==> src/rtl/conv_pkg.sv <==
// ---------------------------------------------------------------------------
// conv_pkg
// Shared definitions for the convolution channel scheduler:
//   state_e        - scheduler state encoding (IDLE / ISSUE / DRAIN / OUT)
//   CONV_PIPE_LAT  - default issue-to-result latency of the 3x3 engine
//   CH_W           - width of a channel index / channel count
// ---------------------------------------------------------------------------
package conv_pkg;

    localparam int CONV_PIPE_LAT = 3;
    localparam int CH_W          = 8;

    typedef enum logic [1:0] {
        S_IDLE  = 2'd0,
        S_ISSUE = 2'd1,
        S_DRAIN = 2'd2,
        S_OUT   = 2'd3
    } state_e;

endpackage

==> src/rtl/conv_valid_pipe.sv <==
// ---------------------------------------------------------------------------
// conv_valid_pipe
// DEPTH-stage shift register that follows each issued channel through the
// engine latency, carrying the channel index the engine is expected to
// return alongside it.
// Ports:
//   clk, rst      - clock, synchronous active-high reset (clears all valids)
//   in_vld_i      - a channel is issued this cycle
//   in_tag_i      - index of the issued channel
//   out_vld_o     - the tracked issue emerges (engine result is due now)
//   out_tag_o     - expected channel index for the emerging result
//   out_last_o    - the emerging entry is the only one still in flight
// ---------------------------------------------------------------------------
module conv_valid_pipe #(
    parameter int DEPTH = 3,
    parameter int TAG_W = 8
) (
    input  logic             clk,
    input  logic             rst,
    input  logic             in_vld_i,
    input  logic [TAG_W-1:0] in_tag_i,
    output logic             out_vld_o,
    output logic [TAG_W-1:0] out_tag_o,
    output logic             out_last_o
);

    // Only the output stage occupied: nothing else is in flight.
    localparam logic [DEPTH-1:0] LAST_ONLY = DEPTH'(1) << (DEPTH - 1);

    logic [DEPTH-1:0]            vld_q;
    logic [DEPTH-1:0][TAG_W-1:0] tag_q;

    always_ff @(posedge clk) begin
        if (rst) begin
            vld_q <= '0;
            tag_q <= '0;
        end else begin
            vld_q[0] <= in_vld_i;
            tag_q[0] <= in_tag_i;
            for (int i = 1; i < DEPTH; i++) begin
                vld_q[i] <= vld_q[i-1];
                tag_q[i] <= tag_q[i-1];
            end
        end
    end

    assign out_vld_o  = vld_q[DEPTH-1];
    assign out_tag_o  = tag_q[DEPTH-1];
    assign out_last_o = (vld_q == LAST_ONLY);

endmodule

==> src/rtl/conv_channel_scheduler.sv <==
// ---------------------------------------------------------------------------
// conv_channel_scheduler
// Sequences the input channels of one output pixel through a pipelined 3x3
// compute engine and accumulates the per-channel results.
// Optional build macro: CONV_SCHED_RELU_EN - clamp the pixel at zero (ReLU)
// when it is captured for output.
// Ports:
//   clk, rst        - clock, synchronous active-high reset
//   start           - begin one pixel (accepted only when idle)
//   num_channels    - channel count, latched on an accepted start
//   src_valid       - operand buffer holds data for ch_sel
//   ch_sel          - channel index to operand buffer / engine
//   issue           - engine inputs valid, channel ch_sel consumed
//   ce_result       - engine result (signed, 2*DATA_WIDTH)
//   ce_ch           - channel tag returned by the engine
//   out_data        - accumulated pixel (signed, ACC_WIDTH)
//   out_valid/ready - output handshake
//   busy            - scheduler not idle
//   tag_err         - sticky channel-tag mismatch flag
// ACC_WIDTH is expected to be at least 2*DATA_WIDTH+8.
// ---------------------------------------------------------------------------
module conv_channel_scheduler
    import conv_pkg::*;
#(
    parameter int DATA_WIDTH = 8,
    parameter int ACC_WIDTH  = 32,
    parameter int PIPE_LAT   = CONV_PIPE_LAT
) (
    input  logic                           clk,
    input  logic                           rst,
    input  logic                           start,
    input  logic [CH_W-1:0]                num_channels,
    input  logic                           src_valid,
    output logic [CH_W-1:0]                ch_sel,
    output logic                           issue,
    input  logic signed [2*DATA_WIDTH-1:0] ce_result,
    input  logic [CH_W-1:0]                ce_ch,
    output logic signed [ACC_WIDTH-1:0]    out_data,
    output logic                           out_valid,
    input  logic                           out_ready,
    output logic                           busy,
    output logic                           tag_err
);

    state_e                      state_q, state_d;
    logic [CH_W-1:0]             num_q, num_d;
    logic [CH_W-1:0]             ch_q, ch_d;
    logic signed [ACC_WIDTH-1:0] acc_q, acc_d;
    logic signed [ACC_WIDTH-1:0] out_q, out_d;
    logic                        tag_err_q, tag_err_d;

    logic                        pv_vld, pv_last;
    logic [CH_W-1:0]             pv_tag;
    logic                        last_issue;
    logic signed [ACC_WIDTH-1:0] acc_sum;
    logic signed [ACC_WIDTH-1:0] pix_val;

    conv_valid_pipe #(
        .DEPTH (PIPE_LAT),
        .TAG_W (CH_W)
    ) u_vpipe (
        .clk        (clk),
        .rst        (rst),
        .in_vld_i   (issue),
        .in_tag_i   (ch_q),
        .out_vld_o  (pv_vld),
        .out_tag_o  (pv_tag),
        .out_last_o (pv_last)
    );

    // Signed size cast sign-extends the engine result; the add wraps.
    assign acc_sum    = acc_q + ACC_WIDTH'(ce_result);
    assign last_issue = (ch_q == num_q - CH_W'(1));

    // The pixel is captured on the edge that accumulates the final result,
    // so it is taken from the running sum rather than the registered acc.
`ifdef CONV_SCHED_RELU_EN
    assign pix_val = acc_sum[ACC_WIDTH-1] ? '0 : acc_sum;
`else
    assign pix_val = acc_sum;
`endif

    // ---------------- state register ----------------
    always_ff @(posedge clk) begin
        if (rst) begin
            state_q   <= S_IDLE;
            num_q     <= '0;
            ch_q      <= '0;
            acc_q     <= '0;
            out_q     <= '0;
            tag_err_q <= 1'b0;
        end else begin
            state_q   <= state_d;
            num_q     <= num_d;
            ch_q      <= ch_d;
            acc_q     <= acc_d;
            out_q     <= out_d;
            tag_err_q <= tag_err_d;
        end
    end

    // ---------------- next-state logic ----------------
    always_comb begin
        state_d = state_q;
        unique case (state_q)
            S_IDLE:  if (start) state_d = (num_channels == '0) ? S_OUT : S_ISSUE;
            S_ISSUE: if (issue && last_issue) state_d = S_DRAIN;
            S_DRAIN: if (pv_vld && pv_last) state_d = S_OUT;
            S_OUT:   if (out_ready) state_d = S_IDLE;
            default: state_d = S_IDLE;
        endcase
    end

    // ---------------- datapath next-state ----------------
    always_comb begin
        num_d     = num_q;
        ch_d      = ch_q;
        acc_d     = acc_q;
        out_d     = out_q;
        tag_err_d = tag_err_q;
        if (state_q == S_IDLE && start) begin
            num_d = num_channels;
            ch_d  = '0;
            acc_d = '0;
            if (num_channels == '0) out_d = '0;
        end else begin
            if (issue) ch_d = ch_q + CH_W'(1);
            // A mismatching tag is flagged but the result still counts.
            if (pv_vld) begin
                acc_d = acc_sum;
                if (pv_tag != ce_ch) tag_err_d = 1'b1;
            end
            if (state_q == S_DRAIN && pv_vld && pv_last) out_d = pix_val;
        end
    end

    // ---------------- outputs ----------------
    always_comb begin
        issue     = (state_q == S_ISSUE) && src_valid;
        busy      = (state_q != S_IDLE);
        out_valid = (state_q == S_OUT);
    end

    assign ch_sel   = ch_q;
    assign out_data = out_q;
    assign tag_err  = tag_err_q;

endmodule

==> config.mk <==
export PLATFORM = sky130hd
export DESIGN_NAME = conv_channel_scheduler
export DESIGN_NICKNAME = d
export VERILOG_FILES = /design/src/rtl/conv_pkg.sv /design/src/rtl/conv_valid_pipe.sv /design/src/rtl/conv_channel_scheduler.sv
export SDC_FILE = /design/constraint.sdc
export NUM_CORES = 1
export LEC_CHECK = 0
export BUFFER_PORTS_ARGS = -buffer_cell sky130_fd_sc_hd__buf_2
export CORE_MARGIN = 8
export CORE_UTILIZATION = 36
export CTS_CLUSTER_DIAMETER = 30
export DETAILED_ROUTE_END_ITERATION = 6
export PLACE_DENSITY_LB_ADDON = 0.08
export SKIP_CTS_REPAIR_TIMING = 1
export SYNTH_ARGS = -nofsm -noshare
export SYNTH_HDL_FRONTEND = slang
export SYNTH_SLANG_ARGS = --single-unit
export TNS_END_PERCENT = 1
==> constraint.sdc <==
create_clock -name clk -period 4.3 [get_ports clk]
set_clock_uncertainty 0.2 [all_clocks]
set_input_delay 0.86 -clock clk [delete_from_list [all_inputs] [get_ports clk]]
set_output_delay 0.86 -clock clk [all_outputs]
set_load 0.05 [all_outputs]
* Word-level counts from Yosys, hierarchy flattened
Index checks and enable logic that the tools add are counted.
Widths: inputs -> output; s select.
** Operators by class
- Reductions and logical operators :: 14
- Bitwise gates (word level) :: 1
- $add $sub $neg :: 3
- Mux-type cells :: 9
- Equal/unequal tests :: 11
** Operator list (number)
- $mux 32 :: 3
- $add 32x16->32 :: 1
- $mux 2 :: 5
- $add 8x1->8 const B :: 1
- $eq 8x8->1 :: 1
- $logic_not 8->1 :: 1
- $ne 2x2->1 const B :: 4
- $ne 8x8->1 :: 1
- $pmux 2 s4 :: 1
- $sub 8x1->8 const B :: 1
- $logic_and 1x1->1 :: 6
- $eq 2x2->1 const B :: 2
- $reduce_and 4->1 :: 1
- $reduce_bool 2->1 :: 2
- $eq 3x3->1 const B :: 1
- $reduce_and 3->1 :: 1
- $eq 2x1->1 const B :: 1
- $logic_not 2->1 :: 1
- $ne 2x1->1 const B :: 1
- $reduce_and 2->1 :: 1
- $reduce_or 2->1 :: 1
- $not 1->1 :: 1
** Storage, ports and cells
- Flip-flop bits (word level) :: 110
- Input port bits :: 37

* Longest topological paths before layout
Gate-level depths: netlist of the first run.
- Depth in word-level cells :: 5
- Depth in mapped cells :: 11
- Depth with buffers taken out :: 10

* By module
From an unflattened synthesis of the first run, not the netlist that was laid out.
** Unflattened totals
- Cells, all modules :: 692
- Area, all modules :: 6054.6 µm²
** Modules (own cells, without submodules)
- conv_channel_scheduler :: cells an instance 627, area each 5237.5 µm², instances 1, sequential area each 1661.6 µm²
- conv_valid_pipe :: cells an instance 65, area each 817.0 µm², instances 1, sequential area each 540.5 µm²

* Worst setup path after synthesis of the first run
No wires, ideal clock.
- Kind :: input -> register
- Start point :: input ce_result[0]
- End point :: register out_q[30] (netlist: out_data[30])
- Cell stages on the path :: 10
- Path slack :: 973 ps
- Setup time :: 117 ps
- Data arrival time :: 3010 ps
- Cell sequence :: ha_1 > fa_1 > a211oi_1 > o21bai_1 > o21ai_1 > a21oi_2 > o211ai_2 > a2111oi_4 > or3_1 > a32o_1
** On the way
- Longest elaborated chain between the ends :: 3
** RTL lines
- from (decl) :: RTL line conv_channel_scheduler.sv:36 : input logic signed [2*DATA_WIDTH-1:0] ce_result,
- $add 32x16->32 :: RTL line conv_channel_scheduler.sv:72 : assign acc_sum = acc_q + ACC_WIDTH'(ce_result);
- $mux 32 :: RTL line conv_channel_scheduler.sv:133 : if (state_q == S_DRAIN && pv_vld && pv_last) out_d = pix_val;
- $mux 32 :: RTL line conv_channel_scheduler.sv:121 : if (state_q == S_IDLE && start) begin
- to (signal assigned) :: RTL line conv_channel_scheduler.sv:97 : out_q <= out_d;
- to (decl) :: RTL line conv_channel_scheduler.sv:49 : logic signed [ACC_WIDTH-1:0] out_q, out_d;
Every way passes these cells. The select of a mux whose other input is x is not followed.
A chain may end at the register's enable or synchronous reset.

* Worst setup path in the final report of the first run
Ends and elaborated chain as after synthesis.

==> results of run 1 <==
## kinds of logic (layout without fill, tap and decap cells)
logic type	Yosys count	in the layout	synth area share (%)
xor gates and xnor gates	50	50	7.33
buffers and inverters	52	115	3.90
adders and majority gates	39	39	8.30
DFF	110	110	36.9
AOI/OAI and AO/OA	167	167	19.4
muxes	24	24	4.04
and+or+nand+nor	238	238	20.2
## power by group through the flow
stage,Clock [mW],Sequential [mW],Combinational (mW)
after floorplan,0,1.11,0.352
after global placement,0,1.10,0.465
after detailed placement,0,1.10,0.475
after CTS,0.910,1.08,0.478
after global routing,0.955,1.09,0.525
final,0.876,1.08,0.471
## cell usage after synthesis, types with 3 or more instances
master    instances  area share [%]
nand3b_1          6            0.75
and3_1            5            0.52
buf_2             3            0.25
nor3_1           10            0.84
nor2b_1          31             3.2
xnor2_1          26             3.8
a21oi_1          48             4.0
nand2b_1          8            0.84
o21ai_0           8            0.67
dfxtp_1         110              37
buf_6             4            0.75
and2_1            4            0.42
nand4b_1          3            0.44
a31oi_1           5            0.52
nand2_1          53             3.3
ha_1             38             8.0
a211oi_1         10             1.3
nor3b_1           4            0.50
nand3_1          11            0.92
nand4_1          10             1.0
mux2i_1          23             3.9
nor4_1            5            0.52
xor2_1           24             3.5
a22oi_1          13             1.6
buf_1             4            0.25
o21a_1            6            0.75
a21o_1           15             1.9
o21ai_1          14             1.2
a22o_1           10             1.5
o211ai_1          6            0.75
or3_1             8            0.84
o21bai_1          3            0.38
clkbuf_1         29             1.8
nor2_1           71             4.5
a211o_1           3            0.44
inv_1            11            0.69
## how the worst min path moves through the flow
stage / startpoint / endpoint / slack, ns / depth (start not counted)
4_1_cts: u_vpipe.tag_q[3] / u_vpipe.tag_q[11] / 0.24 / 1
2_1_floorplan: u_vpipe.tag_q[8] / u_vpipe.out_tag_o[0] / 0.21 / 1
6_report: u_vpipe.tag_q[5] / u_vpipe.tag_q[13] / 0.24 / 1
3_3_place_gp: u_vpipe.tag_q[6] / u_vpipe.tag_q[14] / 0.22 / 1
3_5_place_dp: u_vpipe.tag_q[3] / u_vpipe.tag_q[11] / 0.22 / 1
5_1_grt: u_vpipe.tag_q[6] / u_vpipe.tag_q[14] / 0.26 / 1
## state kept, by name, indices dropped and copies added, names as in the netlist, 2 cells and up
name and flops:
u_vpipe.vld_q 3, acc_q 32, u_vpipe.tag_q 16, ch_sel 8, out_data 32, state_q 2, num_q 8, u_vpipe.out_tag_o 8
## worst reg2reg max path, delay by kind of cell (launching register included)
family,cells,cell delay [ns]
and+or+nand+nor,4,1.50
buffers and inverters,2,0.48
DFF,1,0.34
AOI/OAI and AO/OA,2,0.34
adders and majority gates,1,0.19
## cell type report
cell class	count	area, sq um	area share, %
inverter	11	41.3	0.604
timing repair buffer	88	460	6.74
clock inverter	7	88.8	1.30
tap	220	275	4.03
multi-input combinational	518	3540	51.8
clock buffer	9	225	3.30
sequential	110	2200	32.3
## per-stage QoR
stage	total power [mW]	util, %	cell area, sq um	std cells
floorplan	1.46	-	5970	680
global placement	1.57	39.7	6520	947
detailed placement	1.58	39.7	6520	947
CTS	2.47	41.6	6830	963
global route	2.57	41.6	6830	963
finish	2.43	41.6	6830	963
## per-layer routing
metal  wire length, um  vias to the layer above
met2              6750                       78
li1                  -                     2532
met3               779                       14
met4               231                        0
met1              7400                     2283
met5                 0                        -
==> flow_summary.yaml, run 1 <==
yosys:
  ys_ff_latch: 110
  async_flop_share_pct: 0
  synth_area_per_cell_sq_um: 8.78
  yosysWarnings: 0
  synth-seq-area-share_pct: 36.9
  synth_edf_count: 0
  synthFlopType: "dfxtp_1"
  netlist_area_sq_um: 5970
  synth_cells: 680
  synth_nets: 756
  yosysUniqueCellTypes: 66
grt:
  track_usage_pct: 14.9
  grt_max_degree: 51
  grtUsageMet2_pct: 23.7
  grt_util_met1_pct: 19.6
  top_usage_layer: "met2"
  antenna_found_initial: 0
  first_global_vias: 4886
  use_met3_pct: 3.41
  grt_pass1_wl_mm: 24.8
  grt-ovfl-total: 0
sta:
  tightestPinTransition_ns: 0.937
  relSlewSlack_pct: 37.3
  clock.fmax_mhz: 301
  fin_crit_sh_pct: 77.3
  setup_ws_ns: 0.976
  setup-violations-final: 0
  hold_viol: 0
  drv_slew: 0
  layout_min_cycle_time_ns: 3.32
  rsz0062_at_grt: "false"
  hold_ws_ns: 0.238
  setup_tns_ns: 0
power_and_ir_drop:
  combPwrFrac_pct: 19.4
  power_density_nw_per_um2: 355
  cell_internal_pwr_mw: 1.65
  pwr-share-clk_pct: 36.1
  pwr-share-seq_pct: 44.5
  p_leak_nw: 2.88
  p_sw_uw: 782
  swShare_pct: 32.2
  ir_worst_vdd_mv: 0.209
cells_and_area:
  n_fill_cell: 1686
  drive_above_1_share_pct: 16.0
  final_common_cell: "dfxtp_1"
  antenna_cells: 0
  fin_nets: 814
  area_growth_pct: 14.4
  layout_common_cells: "dfxtp_1, buf_2, nor2_1, nand2_1, a21oi_1"
critical_path:
  r2r_end: "out_data[11]"
  path_delay_family: "compound AO/OA/AOI/OAI gates"
  cp.depth: 11
  reg2reg_from: "state_q[1]"
  r2r_setup_slack_ns: 1.18
  cp_max_fo: 4
  startpoint: "ce_result[0]"
  required_ns: 4.36
  cp-end-kind: "register"
  endpoint: "out_data[30]"
  r2r_cells: 9
  path_cells: "buf_2 > ha_1 > fa_1 > a211oi_1 > o21bai_1 > o21ai_1 > a21oi_2 > o211ai_2 > a2111oi_4 > or3_1 > a32o_1"
  start_kind: "input port"
  critPathArrivalTime_ns: 3.38
  slowest_delay_ns: 0.43
  path_class: "input port to register"
  cp_slowest_cell: "fa_1"
  path_buf_inv: 1
place:
  hpwl_mm: 11.4
  place.gp.congestion: 0.836
  io_buffers: 80
  post-place-ws_ns: 0.617
route:
  via_count: 4907
  wl_per_cell_um: 15.7
  drtIter0Drc: 295
  viasPerCell: 5.10
  drc: 0
  wl_mm: 15.2
  dr.pass1.iters: 4
  ant_nets: 0
floorplanning:
  die_area_sq_um: 21000
  core-area_sq_um: 16400
  initial_core_util_pct: 36.4
  fp.dieW_um: 145
  row_count: 47
  ios: 81
  dieHeight_um: 145
min_path:
  worstHoldPathType: "register to register"
clock_network:
  clk_latency_ns: 0.36
  clkSinkCount: 110
  cts_tree: "done"
  htreeDepth: 3
  cts_buffer_depth: 2
  cts_root_buf: "clkbuf_16"
  path_clk_slew_ns: 0.08
  numCtsBuffers: 9
flow_run:
  drv_cap: 0
status:
  outcome: "complete, no violations"
No activity file was read; power rests on OpenSTA's default activity.
==> run 2: changes to the inputs <==
clock period = 2.86 ns   (was 4.3 ns; I/O delays follow)
==> flow_summary.yaml, run 2 (same netlist as run 1, synthesis figures left out) <==
route:
  viasPerCell: 4.95
  drc: 0
  dr.pass1.iters: 4
  drtIter0Drc: 276
  via_count: 5246
  wl_per_cell_um: 15.2
  wl_mm: 16.1
  ant_nets: 0
critical_path:
  r2r_end: "out_data[30]"
  r2r_cells: 10
  required_ns: 2.92
  start_kind: "input port"
  cp-end-kind: "register"
  critPathArrivalTime_ns: 2.89
  r2r_setup_slack_ns: 0.07
  path_class: "input port to register"
  cp_max_fo: 8
  reg2reg_from: "acc_q[0]"
cells_and_area:
  fin_area_sq_um: 7640
  drive_above_1_share_pct: 26.7
  antenna_cells: 0
  instances_no_fill: 1059
  area_growth_pct: 28.0
  fin_nets: 910
  layout_common_cells: "dfxtp_1, buf_4, buf_2, nor2_1, nand2_1"
  final_common_cell: "dfxtp_1"
sta:
  relSlewSlack_pct: 46.6
  rsz0062_at_grt: "true"
  fin_crit_sh_pct: 99.1
  setup_ws_ns: 0.0259
  layout_min_cycle_time_ns: 2.83
  setup-violations-final: 0
  tightestPinTransition_ns: 0.799
  drv_slew: 0
  clock.fmax_mhz: 353
  hold_viol: 0
place:
  place_inst: 1042
  placed_area_sq_um: 7280
  hpwl_mm: 12.2
  place.gp.congestion: 0.836
  post-place-ws_ns: -0.416
  io_buffers: 80
power_and_ir_drop:
  ir_worst_vdd_mv: 0.284
  power_density_nw_per_um2: 491
  p_leak_nw: 3.36
grt:
  use_met3_pct: 2.95
  grt_max_degree: 51
  top_usage_layer: "met2"
  grt_util_met1_pct: 20.4
  antenna_found_initial: 0
  grt-ovfl-total: 0
  grtUsageMet2_pct: 25.8
  grt_pass1_wl_mm: 26.4
  first_global_vias: 5283
  track_usage_pct: 15.8
floorplanning:
  ios: 81
  die_area_sq_um: 21000
  fp.dieW_um: 145
  core-area_sq_um: 16400
  dieHeight_um: 145
  initial_core_util_pct: 36.4
  row_count: 47
clock_network:
  numCtsBuffers: 9
  cts_root_buf: "clkbuf_16"
  path_clk_slew_ns: 0.09
  cts_buffer_depth: 2
  cts_tree: "done"
  clk_latency_ns: 0.36
  htreeDepth: 3
  clkSinkCount: 110
status:
  outcome: "complete, no violations"
min_path:
  hold_start: "u_vpipe.tag_q[15]"
  hold_depth: 1
  worstHoldPathType: "register to register"
  holdPathEnd: "u_vpipe.out_tag_o[7]"
flow_run:
  drv_cap: 0
==> run 2: changes by cell type in the layout (fill, tap and decap cells not counted), moves of 2 or more <==
cell / delta
buf_4: +93
buf_12: +3
a21oi_1: -2
a21oi_2: +2
==> run 2: final cells by class <==
class                      instances  area (sq um)
clock buffer                       9           225
clock inverter                     7          93.8
fill                            1612          8760
inverter                          11          41.3
multi-input combinational        518          3590
sequential                       110          2200
tap                              220           275
timing repair buffer             184          1220
==> run 2: worst max path at each step <==
stage                        from           end  cells after the start
floorplan            ce_result[0]  out_data[30]                     10
global placement    ce_result[10]     acc_q[28]                     11
detailed placement  ce_result[10]     acc_q[28]                     11
CTS                     acc_q[10]     acc_q[28]                     10
global route        ce_result[15]     acc_q[28]                     11
finish              ce_result[15]     acc_q[31]                     10
==> run 2: metrics by stage <==
step	hold WS, ns	utilization [%]	power (mW)	TNS [ns]
after global placement	0.217	44.3	2.45	-5.94
after global routing	0.252	46.6	3.96	-0.215
after detailed placement	0.222	44.3	2.46	-6.63
final	0.240	46.6	3.75	0
after floorplan	0.214	-	2.19	-0.113
after CTS	0.240	46.3	3.80	-0.0546
==> run 2: worst max-delay path, cell delays in order <==
cell	delay, ns
buf_2	0.18
buf_4	0.16
ha_1	0.33
nand4_1	0.21
nor3_2	0.18
o31a_1	0.26
nor3_2	0.09
o311a_2	0.40
mux2i_1	0.15
a2111oi_2	0.36
==> run 2: routing by layer <==
metal,part of all wire (%),vias up
met5,0,-
met4,0.98,0
met3,4.5,8
met2,46,75
met1,48,2432
li1,-,2731
==> run 2: where the power goes <==
group / total, mW / internal (mW) / switching [mW]
clock network: 1.32 / 0.639 / 0.680
registers: 1.62 / 1.58 / 0.0470
logic: 0.808 / 0.334 / 0.474
==> run 3: changes to the inputs <==
CELL_PAD_IN_SITES_DETAIL_PLACEMENT = 1   (was default)
CELL_PAD_IN_SITES_GLOBAL_PLACEMENT = 1   (was default)
SYNTH_HIERARCHICAL = 1   (was default)
==> flow_summary.yaml, run 3 <==
place:
  placed_area_sq_um: 7180
  place.gp.congestion: 0.837
  io_buffers: 80
  post-place-ws_ns: -0.435
  hpwl_mm: 14.4
clock_network:
  clk_latency_ns: 0.37
  cts_tree: "done"
  cts_buffer_depth: 2
  cts_root_buf: "clkbuf_16"
  htreeDepth: 3
  numCtsBuffers: 9
  clkSinkCount: 110
  path_clk_slew_ns: 0.08
floorplanning:
  initial_core_util_pct: 36.6
  row_count: 47
  ios: 81
  fp.dieW_um: 146
  dieHeight_um: 146
  die_area_sq_um: 21200
  core-area_sq_um: 16500
power_and_ir_drop:
  p_sw_mw: 1.25
  combPwrFrac_pct: 21.6
  swShare_pct: 33.0
  p_total_mw: 3.78
  pwr-share-seq_pct: 43.1
  cell_internal_pwr_mw: 2.53
  power_density_nw_per_um2: 500
  ir_worst_vdd_mv: 0.272
  p_leak_nw: 3.40
  pwr-share-clk_pct: 35.4
yosys:
  async_flop_share_pct: 0
  ys_ff_latch: 110
  yosysMostFrequentCell: "dfxtp_1"
  netlist_area_sq_um: 6050
  yosysWarnings: 6
  synthTopCellsByArea: "dfxtp_1, ha_1, nor2_1, mux2i_1, nand2_1"
  synth_area_per_cell_sq_um: 8.75
  synth_cells: 692
  yosysUniqueCellTypes: 68
  synthFlopType: "dfxtp_1"
  synth-seq-area-share_pct: 36.4
  yosysTopAreaCellShare_pct: 36.4
  yosysTopAreaCell: "dfxtp_1"
  synth_nets: 768
  synth_edf_count: 0
  synthTopCellsByCount: "dfxtp_1, nor2_1, nand2_1, a21oi_1, ha_1"
route:
  viasPerCell: 5.21
  via_count: 5488
  drc: 0
  dr.pass1.iters: 4
  ant_nets: 0
  wl_per_cell_um: 17.5
  wl_mm: 18.4
  drtIter0Drc: 208
critical_path:
  startpoint: "ce_result[0]"
  cp_max_fo: 3
  reg2reg_from: "acc_q[0]"
  path_class: "input port to register"
  r2r_cells: 10
  start_kind: "input port"
  critPathArrivalTime_ns: 2.83
  r2r_setup_slack_ns: 0.10
  cp-end-kind: "register"
  r2r_end: "out_data[24]"
  required_ns: 2.92
  endpoint: "out_data[24]"
sta:
  drv_slew: 0
  layout_min_cycle_time_ns: 2.77
  fin_crit_sh_pct: 96.8
  setup-violations-final: 0
  clock.fmax_mhz: 361
  hold_viol: 0
  rsz0062_at_grt: "true"
  setup_ws_ns: 0.0912
  relSlewSlack_pct: 61.3
  tightestPinTransition_ns: 0.580
grt:
  grt_max_degree: 35
  first_global_vias: 5929
  antenna_found_initial: 0
  grt_pass1_wl_mm: 30.3
  grt-ovfl-total: 0
  track_usage_pct: 17.3
cells_and_area:
  area_growth_pct: 24.7
  layout_common_cells: "dfxtp_1, buf_4, buf_2, nor2_1, nand2_1"
  antenna_cells: 0
  final_common_cell: "dfxtp_1"
  fin_nets: 904
  drive_above_1_share_pct: 26.3
  fin_area_sq_um: 7550
flow_run:
  drv_cap: 0
status:
  outcome: "complete, no violations"
min_path:
  worstHoldPathType: "register to register"
==> run 3: cell types whose count changed in the layout (fill, tap and decap cells not counted), moves of 5 or more <==
cell | before | now
a21oi_1 | 46 | 37
o21ai_0 | 8 | 23
inv_1 | 11 | 17
buf_4 | 101 | 90
nand2_1 | 53 | 59
o21ai_1 | 13 | 8
and2b_2 | 0 | 7
nand2b_1 | 8 | 3
xnor2_1 | 26 | 21
nor2_1 | 71 | 66
or3_1 | 8 | 1
==> run 3: layer usage <==
| metal | part of all wire, % | up-vias | GRT usage (%) |
|---|---|---|---|
| li1 | - | 2718 | - |
| met5 | 0 | - | 0 |
| met3 | 3.7 | 16 | 3.64 |
| met2 | 47 | 99 | 28.9 |
| met4 | 1.1 | 0 | 4.95 |
| met1 | 49 | 2655 | 22.0 |
==> run 3: worst min-delay path by stage <==
stage | startpoint | to | slack [ns] | cells past startpoint
after CTS | num_channels[7] | num_q[7] | 0.24 | 3
after global routing | num_channels[7] | num_q[7] | 0.24 | 3
after detailed placement | u_vpipe/tag_q[3] | u_vpipe/tag_q[11] | 0.22 | 1
after global placement | u_vpipe/tag_q[4] | u_vpipe/tag_q[12] | 0.22 | 1
final | u_vpipe/tag_q[13] | u_vpipe/out_tag_o[5] | 0.24 | 1
after floorplan | u_vpipe/tag_q[10] | u_vpipe/out_tag_o[2] | 0.21 | 1
==> run 3: cells by family (layout without fill, tap and decap cells) <==
kind of cell             after synthesis  in the layout  share of synthesized area, %
XOR/XNOR                              49             49                          7.46
multiplexers                          24             24                          3.97
AND/OR/NAND/NOR                      229            229                          18.6
AO/OA/AOI/OAI                        178            178                          20.5
buffers and inverters                 63            204                          4.92
adder cells (fa/ha/maj)               39             39                          8.18
flip-flops                           110            110                          36.4
==> run 3: worst max-delay path, stage by stage <==
cell	delay (ns)
buf_2	0.10
ha_2	0.20
fa_2	0.41
a21oi_2	0.14
nand4b_1	0.20
a211o_1	0.18
o211ai_1	0.10
o21a_1	0.22
a221o_1	0.34
xor2_1	0.16
a22o_1	0.20
==> run 3: final cells by class <==
class	count	area, sq um
well taps	220	275
inverters	17	63.8
clock buffers	9	225
flip-flops and latches	110	2200
fillers	1976	8970
multi-input cells	519	3600
clock inverters	7	93.8
repair buffers	171	1090
==> run 3: stage by stage <==
step	cells	setup TNS, ns	hold slack, ns	utilization (%)
after global placement	1036	-5.05	0.217	43.4
after floorplan	692	-0.0284	0.214	-
after CTS	1052	-0.0624	0.238	45.4
after detailed placement	1036	-8.31	0.224	43.4
final	1053	0	0.240	45.7
after global routing	1053	-0.135	0.245	45.7
==> run 3: power groups by stage <==
stage | Sequential, mW | Combinational (mW) | Clock [mW]
6_report | 1.63 | 0.815 | 1.34
5_1_grt | 1.63 | 0.895 | 1.43
4_1_cts | 1.63 | 0.816 | 1.37
3_5_place_dp | 1.66 | 0.811 | 0
3_3_place_gp | 1.66 | 0.770 | 0
2_1_floorplan | 1.65 | 0.536 | 0
